### src/rtl/irq_pkg.sv
// irq_pkg: channel state encoding and default channel count for irq_pending_latch
package irq_pkg;
  typedef enum logic [1:0] {
    IDLE    = 2'd0,
    PENDING = 2'd1,
    ACTIVE  = 2'd2
  } ch_state_e;
  localparam int NCH_DEFAULT = 4;
endpackage

### src/rtl/irq_channel.sv
// irq_channel: one channel's IDLE/PENDING/ACTIVE state, request history and sticky overflow (edge events when IRQ_EDGE_DETECT_EN, else level)
module irq_channel
  import irq_pkg::*;
(
  input  logic clk,
  input  logic rst,
  input  logic req_i,
  input  logic take_i,
  input  logic done_i,
  input  logic ovf_clr_i,
  output logic pend_o,
  output logic act_o,
  output logic ovf_o
);
  ch_state_e state_q, state_d;
  logic req_q, ovf_q, ovf_d, rise, ev, busy;
  assign rise = req_i & ~req_q;
`ifdef IRQ_EDGE_DETECT_EN
  assign ev = rise;
`else
  assign ev = req_i;
`endif
  assign busy = (state_q == PENDING) | ((state_q == ACTIVE) & ~done_i);
  always_comb begin
    state_d = (state_q == PENDING) ? (take_i ? ACTIVE : PENDING) :
              (state_q == ACTIVE)  ? (done_i ? (ev ? PENDING : IDLE) : ACTIVE) :
              (ev ? PENDING : IDLE);
    ovf_d = (rise & busy) | (ovf_q & ~ovf_clr_i);
  end
  always_ff @(posedge clk or posedge rst) begin
    if (rst) begin
      state_q <= IDLE;
      req_q <= 1'b0;
      ovf_q <= 1'b0;
    end else begin
      state_q <= state_d;
      req_q <= req_i;
      ovf_q <= ovf_d;
    end
  end
  assign pend_o = state_q == PENDING;
  assign act_o = state_q == ACTIVE;
  assign ovf_o = ovf_q;
endmodule

### src/rtl/irq_pending_latch.sv
// irq_pending_latch: NCH-channel request latch (req_in/mask/take/done/ovf_clr in; pending/active/any_pending/overflow/take_err out); IRQ_EDGE_DETECT_EN selects edge events
module irq_pending_latch
  import irq_pkg::*;
#(
  parameter  int NCH  = NCH_DEFAULT,
  localparam int IDXW = $clog2(NCH)
) (
  input  logic            clk,
  input  logic            rst,
  input  logic [NCH-1:0]  req_in,
  input  logic [NCH-1:0]  mask,
  input  logic            take_valid,
  input  logic [IDXW-1:0] take_idx,
  input  logic            done_valid,
  input  logic [IDXW-1:0] done_idx,
  input  logic            ovf_clr,
  output logic [NCH-1:0]  pending,
  output logic [NCH-1:0]  active,
  output logic            any_pending,
  output logic [NCH-1:0]  overflow,
  output logic            take_err
);
  logic [NCH-1:0] take_hit, done_hit, pend_raw;
  logic take_err_q, take_err_d;
  for (genvar g = 0; g < NCH; g++) begin : g_ch
    assign take_hit[g] = take_valid & (take_idx == IDXW'(g)) & ~mask[g];
    assign done_hit[g] = done_valid & (done_idx == IDXW'(g));
    irq_channel u_ch (
      .clk      (clk),
      .rst      (rst),
      .req_i    (req_in[g]),
      .take_i   (take_hit[g]),
      .done_i   (done_hit[g]),
      .ovf_clr_i(ovf_clr),
      .pend_o   (pend_raw[g]),
      .act_o    (active[g]),
      .ovf_o    (overflow[g])
    );
  end
  assign take_err_d = take_valid & ~|(take_hit & pend_raw);
  always_ff @(posedge clk or posedge rst) begin
    if (rst) take_err_q <= 1'b0;
    else take_err_q <= take_err_d;
  end
  assign pending = pend_raw & ~mask;
  assign any_pending = |pending;
  assign take_err = take_err_q;
endmodule

### config.mk
export PLATFORM = sky130hd
export DESIGN_NAME = irq_pending_latch
export DESIGN_NICKNAME = d
export VERILOG_FILES = /design/src/rtl/irq_pkg.sv /design/src/rtl/irq_channel.sv /design/src/rtl/irq_pending_latch.sv
export SDC_FILE = /design/constraint.sdc
export NUM_CORES = 1
export LEC_CHECK = 0
export ABC_AREA = 1
export BUFFER_PORTS_ARGS = -buffer_cell sky130_fd_sc_hd__buf_2
export CAP_MARGIN = 20
export CELL_PAD_IN_SITES_DETAIL_PLACEMENT = 1
export CELL_PAD_IN_SITES_GLOBAL_PLACEMENT = 1
export CORE_UTILIZATION = 34
export CTS_CLUSTER_DIAMETER = 40
export DETAILED_ROUTE_END_ITERATION = 7
export GPL_ROUTABILITY_DRIVEN = 0
export GPL_TIMING_DRIVEN = 0
export PLACE_DENSITY_LB_ADDON = 0.2
export SYNTH_ARGS = -nofsm -noshare
export SYNTH_HDL_FRONTEND = slang
export SYNTH_HIERARCHICAL = 1
export SYNTH_SLANG_ARGS = --single-unit
### constraint.sdc
create_clock -name clk -period 1.5 [get_ports clk]
set_input_delay 0.3 -clock clk [delete_from_list [all_inputs] [get_ports clk]]
set_output_delay 0.3 -clock clk [all_outputs]
set_load 0.005 [all_outputs]
==> flow_summary.ini, run 1 <==
[sta]
hold_viol = 0
tightest_slew_ns = 0.274
tns_ns = -0.390
relSlewSlack_pct = 81.6
layout_setup_ws_ns = -0.129
period_minus_slack_ns = 1.63
skew_ns = 0.00939
setup_violations = 4
max_freq_ghz = 0.614
timing.final.crit_share_pct = 109
rsz0062_at_grt = yes
finalMaxSlewViolations = 0

[outcome]
status = complete, but fails checks
violations = negative setup slack

[job]
drv_cap = 0

[clock_tree]
clock_path_buffers = 2
htree_levels = 1
clkTransAtPathRegs_ns = 0.11
cts_num_sinks = 17
cts-root-buf = clkbuf_4
cts_buffers = 3
clk_latency_ns = 0.29
cts_tree = yes

[global_route]
grt_pass1_vias = 944
grt_max_degree = 11
grt_pass1_wl_um = 4040
grt_overflow_total = 0
grt_usage_pct = 18.9
antenna_found_initial = 0

[floorplan]
io_pins = 31
start_util_pct = 37.4
std_cell_rows = 18
core_area_mm2 = 0.00257
fp.dieW_um = 55.1
die_area_mm2 = 0.00304
die_y_um = 55.1

[drt]
wl_per_cell_um = 11.9
via_per_inst = 4.48
initialDrtViolationCount = 4
num_vias = 1012
wl_um = 2690
dr.pass1.iters = 4
ant_nets = 0
drc = 0

[logic_synthesis]
yosysTopAreaCell = dfrtp_1
yosysTopAreaCellShare_pct = 44.3
synth.most_common_cell = inv_1
synthAdderAreaFrac_pct = 0
synth_xor_xnor_area_share_pct = 0
ys_top_cells_by_area = dfrtp_1, inv_1, nand2_1, nor2_1, nand3_2
synthTopCellsByCount = inv_1, nand2_1, dfrtp_1
synth_ff_type = dfrtp_1
synthMuxAreaShare_pct = 0
yosys.area_share.simple_pct = 34.3
avgSynthCellArea_um2 = 6.95
ys_seq_elements = 17
syn-num-nets = 155
ys_async_sr_fraction_pct = 100
synthCells = 138
ys_seq_area_share_pct = 44.3
synth-edff-count = 0
synth_area_um2 = 960
synth_top_family_by_area = simple AND/OR/NAND/NOR gates
synth-compound-area-share_pct = 3.00
ys_warn_count = 6
yosysUniqueCellTypes = 16

[hold_path]
hold_path_class = in2reg

[final_layout]
layout-drive-gt1-share_pct = 42.9
antennaDiodeCount = 0
final_nets = 214
fin_util_pct = 55.3
syn2layout_area_growth_pct = 48.0
stdcell_count = 226

[power]
powerDensity_mw_per_mm2 = 1360
p_leak_nw = 0.856
vdd_drop_max_v = 0.000758

[placed_design]
io_buffers = 30
post-place-ws_ns = 0.0908
dp_cells = 198
dp_hpwl_um = 1860

[worst_setup_path]
worstPathArrival_ns = 1.33
worstPathRequired_ns = 1.20
cp-start-kind = flop
end_kind = primary output
crit_fanout = 2
worstSetupPathType = reg2out
==> flip-flops by register name (all words and copies together) (netlist names) <==
name / count
take_err: 1
g_ch.u_ch/state_q: 8
g_ch.u_ch/ovf_o: 4
g_ch.u_ch/req_q: 4
==> placed cells by master (no fill, tap or decap) <==
master and count:
inv_1 33, a21oi_2 1, nand4_1 2, nand2_1 28
nor4_1 2, o21ai_1 4, clkbuf_4 3, buf_2 28
nand3_1 6, or2_1 2, clkinv_2 1, dlygate4sd3_1 1
buf_6 4, or2_4 1, nor2_2 1, dfrtp_1 17
inv_4 2, nor3_1 6, nor2_1 11, nor2_4 2
inv_2 12, nand2_4 4, buf_4 21, nand3_2 4
==> critical path, cell delays in order (launching register included) <==
cell,delay (ns)
dfrtp_1,0.41
inv_2,0.08
nand2_4,0.06
inv_4,0.05
inv_2,0.02
or2_4,0.22
nand4_1,0.08
buf_2,0.11
==> through the flow <==
step	power [mW]	instance area, um2	hold slack (ns)
floorplan	1.03	960	0.0287
global route	2.08	1420	0.129
CTS	1.72	1320	0.124
detailed placement	1.24	1150	0.203
global placement	1.21	1150	0.193
finish	1.93	1420	0.136
==> final timing paths <==
| kind | startpoint | to | cells past startpoint | slack (ns) |
|---|---|---|---|---|
| max | g_ch[0].u_ch/state_q[1] | any_pending | 7 | -0.13 |
| min | req_in[0] | g_ch[0].u_ch/req_q | 1 | 0.14 |
| max reg2reg | g_ch[3].u_ch/state_q[0] | take_err | 8 | 0.37 |
| min reg2reg | g_ch[0].u_ch/req_q | g_ch[0].u_ch/ovf_o | 3 | 0.49 |
| max in group asynchronous | rst | g_ch[2].u_ch/state_q[1] | 3 | 0.83 |
| min in group asynchronous | rst | take_err | 3 | 0.44 |
==> what timing repair did <==
action | in CTS | in global routing
buffers inserted | 14 | 11
hold endpoints to repair | 17 | 0
setup endpoints to repair | 5 | 6
cloned | 0 | 0
pin swaps | 2 | 5
resized for setup | 14 | 10
hold buffers | 1 | 0
==> cell families (layout without fill, tap and decap cells) <==
group / count (synthesis) / after routing
AO/OA/AOI/OAI: 5 / 5
flip-flops: 17 / 17
AND/OR/NAND/NOR: 69 / 69
buffers and inverters: 47 / 105
==> power breakdown <==
part / total, mW / switching [mW] / leakage (nW) / internal (mW)
clock network: 0.246 / 0.147 / 0.0177 / 0.0989
registers: 0.669 / 0.108 / 0.208 / 0.561
logic: 1.02 / 0.487 / 0.630 / 0.531
==> final cells by class <==
class / instances / area (um2)
Multi-Input combinational cell: 74 / 395
Tap cell: 30 / 37.5
Fill cell: 344 / 1150
Sequential cell: 17 / 425
Clock inverter: 1 / 5.00
Timing Repair Buffer: 54 / 353
Inverter: 47 / 181
Clock buffer: 3 / 22.5
==> layer usage <==
metal,vias up,wire length (um),track usage (%)
li1,521,-,-
met1,465,1180,21.8
met2,24,1390,35.5
met3,2,100,2.19
met4,0,19,6.25
met5,-,0,0
No activity file was read; power rests on OpenSTA's default activity.
==> run 2, diff against run 1 <==
--- a/config.mk
+++ b/config.mk
@@ -16,6 +16,7 @@
 export GPL_ROUTABILITY_DRIVEN = 0
 export GPL_TIMING_DRIVEN = 0
 export PLACE_DENSITY_LB_ADDON = 0.2
+export SETUP_SLACK_MARGIN = 0.1
 export SYNTH_ARGS = -nofsm -noshare
 export SYNTH_HDL_FRONTEND = slang
 export SYNTH_HIERARCHICAL = 1
==> flow_summary.ini, run 2 (same netlist as run 1, synthesis figures left out) <==
[worst_setup_path]
crit_fanout = 2
cp-start-kind = flop
cp_cell_sequence = inv_2 -> nand2_4 -> inv_4 -> inv_2 -> or2_4 -> nand4_1 -> buf_2
slowest_delay_ns = 0.41
slowest_stage = dfrtp_1
end_kind = primary output
cpMostUsedCell = inv_2
worstPathArrival_ns = 1.35
worstPathRequired_ns = 1.20
worstSetupPathType = reg2out

[final_layout]
fin_util_pct = 55.3
layout-drive-gt1-share_pct = 42.6
nFillCells = 348
final_nets = 213
regArea_um2 = 425
syn2layout_area_growth_pct = 48.0
regMostFlops = g_ch.u_ch/state_q
final_cell_mix = inv_1, nand2_1, buf_2
multiInputGateArea_um2 = 395
antennaDiodeCount = 0
final_common_cell = inv_1
largest_register_ffs = 8

[placed_design]
post-place-ws_ns = 0.0908
dp_hpwl_um = 1860
io_buffers = 30

[global_route]
antenna_found_initial = 0
grt.met2_usage_pct = 36.1
grt_pass1_vias = 955
grt_overflow_total = 0
use_met3_pct = 2.19
grt_usage_pct = 19.0
grt_max_degree = 11
use_met1_pct = 21.6
grt_pass1_wl_um = 4070
top_usage_layer = met2

[clock_tree]
htree_levels = 1
cts_tree = yes
clk_latency_ns = 0.29
cts-root-buf = clkbuf_4
cts_buffers = 3
clkTransAtPathRegs_ns = 0.11
clock_path_buffers = 2
cts_num_sinks = 17

[sta]
finalMaxSlewViolations = 0
whs_ns = 0.133
max_freq_ghz = 0.606
tightest_slew_ns = 0.274
rsz0062_at_grt = yes
timing.final.crit_share_pct = 110
layout_setup_ws_ns = -0.150
setup_violations = 4
hold_viol = 0
skew_ns = 0.00888
relSlewSlack_pct = 81.5
period_minus_slack_ns = 1.65

[drt]
via_per_inst = 4.56
ant_nets = 0
wl_um = 2770
drc = 0
wl_per_cell_um = 12.3
num_vias = 1026
dr.pass1.iters = 4
initialDrtViolationCount = 4

[power]
p_leak_nw = 0.854
vdd_drop_max_v = 0.000758
fin_total_pwr_mw = 1.92
powerDensity_mw_per_mm2 = 1350

[floorplan]
start_util_pct = 37.4
fp.dieW_um = 55.1
core_area_mm2 = 0.00257
io_pins = 31
std_cell_rows = 18
die_area_mm2 = 0.00304
die_y_um = 55.1

[hold_path]
hold_path_class = in2reg

[outcome]
status = complete, but fails checks
violations = negative setup slack

[job]
drv_cap = 0
==> run 2: final cells by class <==
class | instances | share of cell area, %
clock inverters | 1 | 0.352
repair buffers | 53 | 24.8
multi-input cells | 74 | 27.8
clock buffers | 3 | 1.59
flip-flops and latches | 17 | 30.0
inverters | 47 | 12.8
well taps | 30 | 2.64
==> run 2: report_power, final <==
group	internal (mW)	total, mW	switching [mW]
logic	0.517	1.01	0.489
registers	0.561	0.668	0.108
clock network	0.0990	0.246	0.147
total	1.18	1.92	0.744
==> run 2: worst paths after layout <==
check	from	end	slack (ns)	depth (start not counted)
min reg2reg	g_ch[0].u_ch/ovf_o	g_ch[0].u_ch/ovf_o	0.49	2
max reg2reg	g_ch[3].u_ch/state_q[0]	take_err	0.37	8
min in group asynchronous	rst	take_err	0.44	3
max in group asynchronous	rst	g_ch[2].u_ch/state_q[1]	0.84	3
max	g_ch[0].u_ch/state_q[1]	any_pending	-0.15	7
min	req_in[0]	g_ch[0].u_ch/req_q	0.13	1
==> run 2: layer usage <==
metal  wire, um  up-vias
met5          0        -
met4         12        0
met3        110        2
met2       1470       27
met1       1170      477
li1           -      520
==> run 2: critical path, delay by kind of cell, from the launching register on <==
kind	cells	cell delay (ns)
and+or+nand+nor	3	0.36
buffers and inverters	4	0.28
DFF	1	0.41
==> run 2: stage by stage <==
step                      area, um2  instances  TNS, ns
after floorplan                 960        138        0
after global routing           1420        225   -0.814
final                          1420        225   -0.436
after global placement         1150        198        0
after CTS                      1330        218   -0.508
after detailed placement       1150        198        0
==> run 2: what timing repair did <==
item	in CTS	in global routing
gates resized for setup	14	12
hold endpoints to repair	17	0
hold buffers	1	0
pin swaps	2	6
setup buffers	15	10
endpoints found under the setup margin	5	8
==> run 3, diff against run 2 <==
--- a/config.mk
+++ b/config.mk
@@ -15,6 +15,7 @@
 export DETAILED_ROUTE_END_ITERATION = 7
 export GPL_ROUTABILITY_DRIVEN = 0
 export GPL_TIMING_DRIVEN = 0
+export MAX_ROUTING_LAYER = met4
 export PLACE_DENSITY_LB_ADDON = 0.2
 export SETUP_SLACK_MARGIN = 0.1
 export SYNTH_ARGS = -nofsm -noshare
==> flow_summary.ini, run 3 (same netlist as run 1, synthesis figures left out) <==
[outcome]
status = complete, but fails checks
violations = negative setup slack

[final_layout]
antennaDiodeCount = 0
final_cell_mix = inv_1, nand2_1, buf_2
nFillCells = 348
stdcell_count = 225
regMostFlops = g_ch.u_ch/state_q
final_common_cell = inv_1
layout-drive-gt1-share_pct = 42.6
final_nets = 213
final_area_mm2 = 0.00142
largest_register_ffs = 8
regArea_um2 = 425
multiInputGateArea_um2 = 395
syn2layout_area_growth_pct = 48.0

[power]
powerDensity_mw_per_mm2 = 1350
vdd_drop_max_v = 0.000758
p_leak_nw = 0.854

[hold_path]
hold_path_class = in2reg

[clock_tree]
clkTransAtPathRegs_ns = 0.11
clock_path_buffers = 2
cts_buffers = 3
cts_tree = yes
htree_levels = 1
clk_latency_ns = 0.29
cts_num_sinks = 17
cts-root-buf = clkbuf_4

[sta]
tightest_slew_ns = 0.273
rsz0062_at_grt = yes
relSlewSlack_pct = 81.6
hold_viol = 0
setup_violations = 4
tns_ns = -0.439
skew_ns = 0.00886
layout_setup_ws_ns = -0.151
timing.final.crit_share_pct = 110
finalMaxSlewViolations = 0
max_freq_ghz = 0.606
period_minus_slack_ns = 1.65

[global_route]
grt_pass1_vias = 952
grt_usage_pct = 19.5
grt_max_degree = 11
grt_overflow_total = 0
grt_pass1_wl_um = 4070
antenna_found_initial = 0

[floorplan]
die_area_mm2 = 0.00304
start_util_pct = 37.4
core_area_mm2 = 0.00257
io_pins = 31
die_y_um = 55.1
std_cell_rows = 18
fp.dieW_um = 55.1

[worst_setup_path]
end_kind = primary output
worstPathRequired_ns = 1.20
crit_fanout = 2
worstSetupPathType = reg2out
ff2ff_setup_slack_ns = 0.37
worstPathArrival_ns = 1.35
cp-start-kind = flop

[drt]
num_vias = 1026
initialDrtViolationCount = 4
wl_per_cell_um = 12.3
via_per_inst = 4.56
wl_met3_um = 108
drc = 0
met1Wirelength_um = 1180
top_layer = met4
wl_um = 2770
ant_nets = 0
dr.pass1.iters = 4
wl_met2_um = 1470

[placed_design]
post-place-ws_ns = 0.0908
placed_cell_area_mm2 = 0.00115
dp_cells = 198
io_buffers = 30
dp_hpwl_um = 1860

[job]
drv_cap = 0
[run 3: cell counts in the layout (fill, tap and decap cells not counted)]
Identical to the previous run, type by type.
[run 3: per-layer routing]
metal / global-route usage (%) / vias up
met4: 6.25 / 0
met5: - / -
li1: - / 520
met1: 21.8 / 477
met3: 1.91 / 2
met2: 36.1 / 27
[run 3: area by class of cell]
| cell class | instances | share of cell area (%) |
|---|---|---|
| tap | 30 | 2.64 |
| timing repair buffer | 53 | 24.8 |
| clock buffer | 3 | 1.59 |
| sequential | 17 | 30.0 |
| clock inverter | 1 | 0.352 |
| inverter | 47 | 12.8 |
| multi-input combinational | 74 | 27.8 |
[run 3: where the power goes]
part | switching (mW) | internal [mW]
registers | 0.108 | 0.561
logic | 0.490 | 0.517
clock network | 0.147 | 0.0990
total | 0.745 | 1.18
[run 3: what timing repair did]
| action | in CTS | in global routing |
|---|---|---|
| pin swaps | 2 | 6 |
| setup buffers | 15 | 10 |
| resized for setup | 14 | 12 |
| hold buffers | 1 | 0 |
| setup endpoints to repair | 5 | 8 |
| endpoints found under the hold margin | 17 | 0 |
[run 3: path summary, 6_finish.rpt]
kind / startpoint / to / depth (start not counted)
worst max-delay path: g_ch[0].u_ch/state_q[1] / any_pending / 7
worst min-delay path: req_in[0] / g_ch[0].u_ch/req_q / 1
worst max register to register: g_ch[3].u_ch/state_q[0] / take_err / 8
worst min register to register: g_ch[0].u_ch/ovf_o / g_ch[0].u_ch/ovf_o / 2
max in group asynchronous: rst / g_ch[2].u_ch/state_q[1] / 3
min in group asynchronous: rst / take_err / 3
[run 3: metrics by stage]
| step | hold WS (ns) | utilization (%) | total power, mW |
|---|---|---|---|
| floorplan | 0.0287 | - | 1.03 |
| global placement | 0.193 | 44.7 | 1.21 |
| detailed placement | 0.203 | 44.7 | 1.24 |
| CTS | 0.124 | 51.7 | 1.74 |
| global route | 0.129 | 55.3 | 2.07 |
| finish | 0.133 | 55.3 | 1.92 |
[run 3: worst max-delay path: stages (launching register included)]
cell     delay [ns]
dfrtp_1        0.41
inv_2          0.10
nand2_4        0.06
inv_4          0.05
inv_2          0.02
or2_4          0.23
nand4_1        0.08
buf_2          0.11
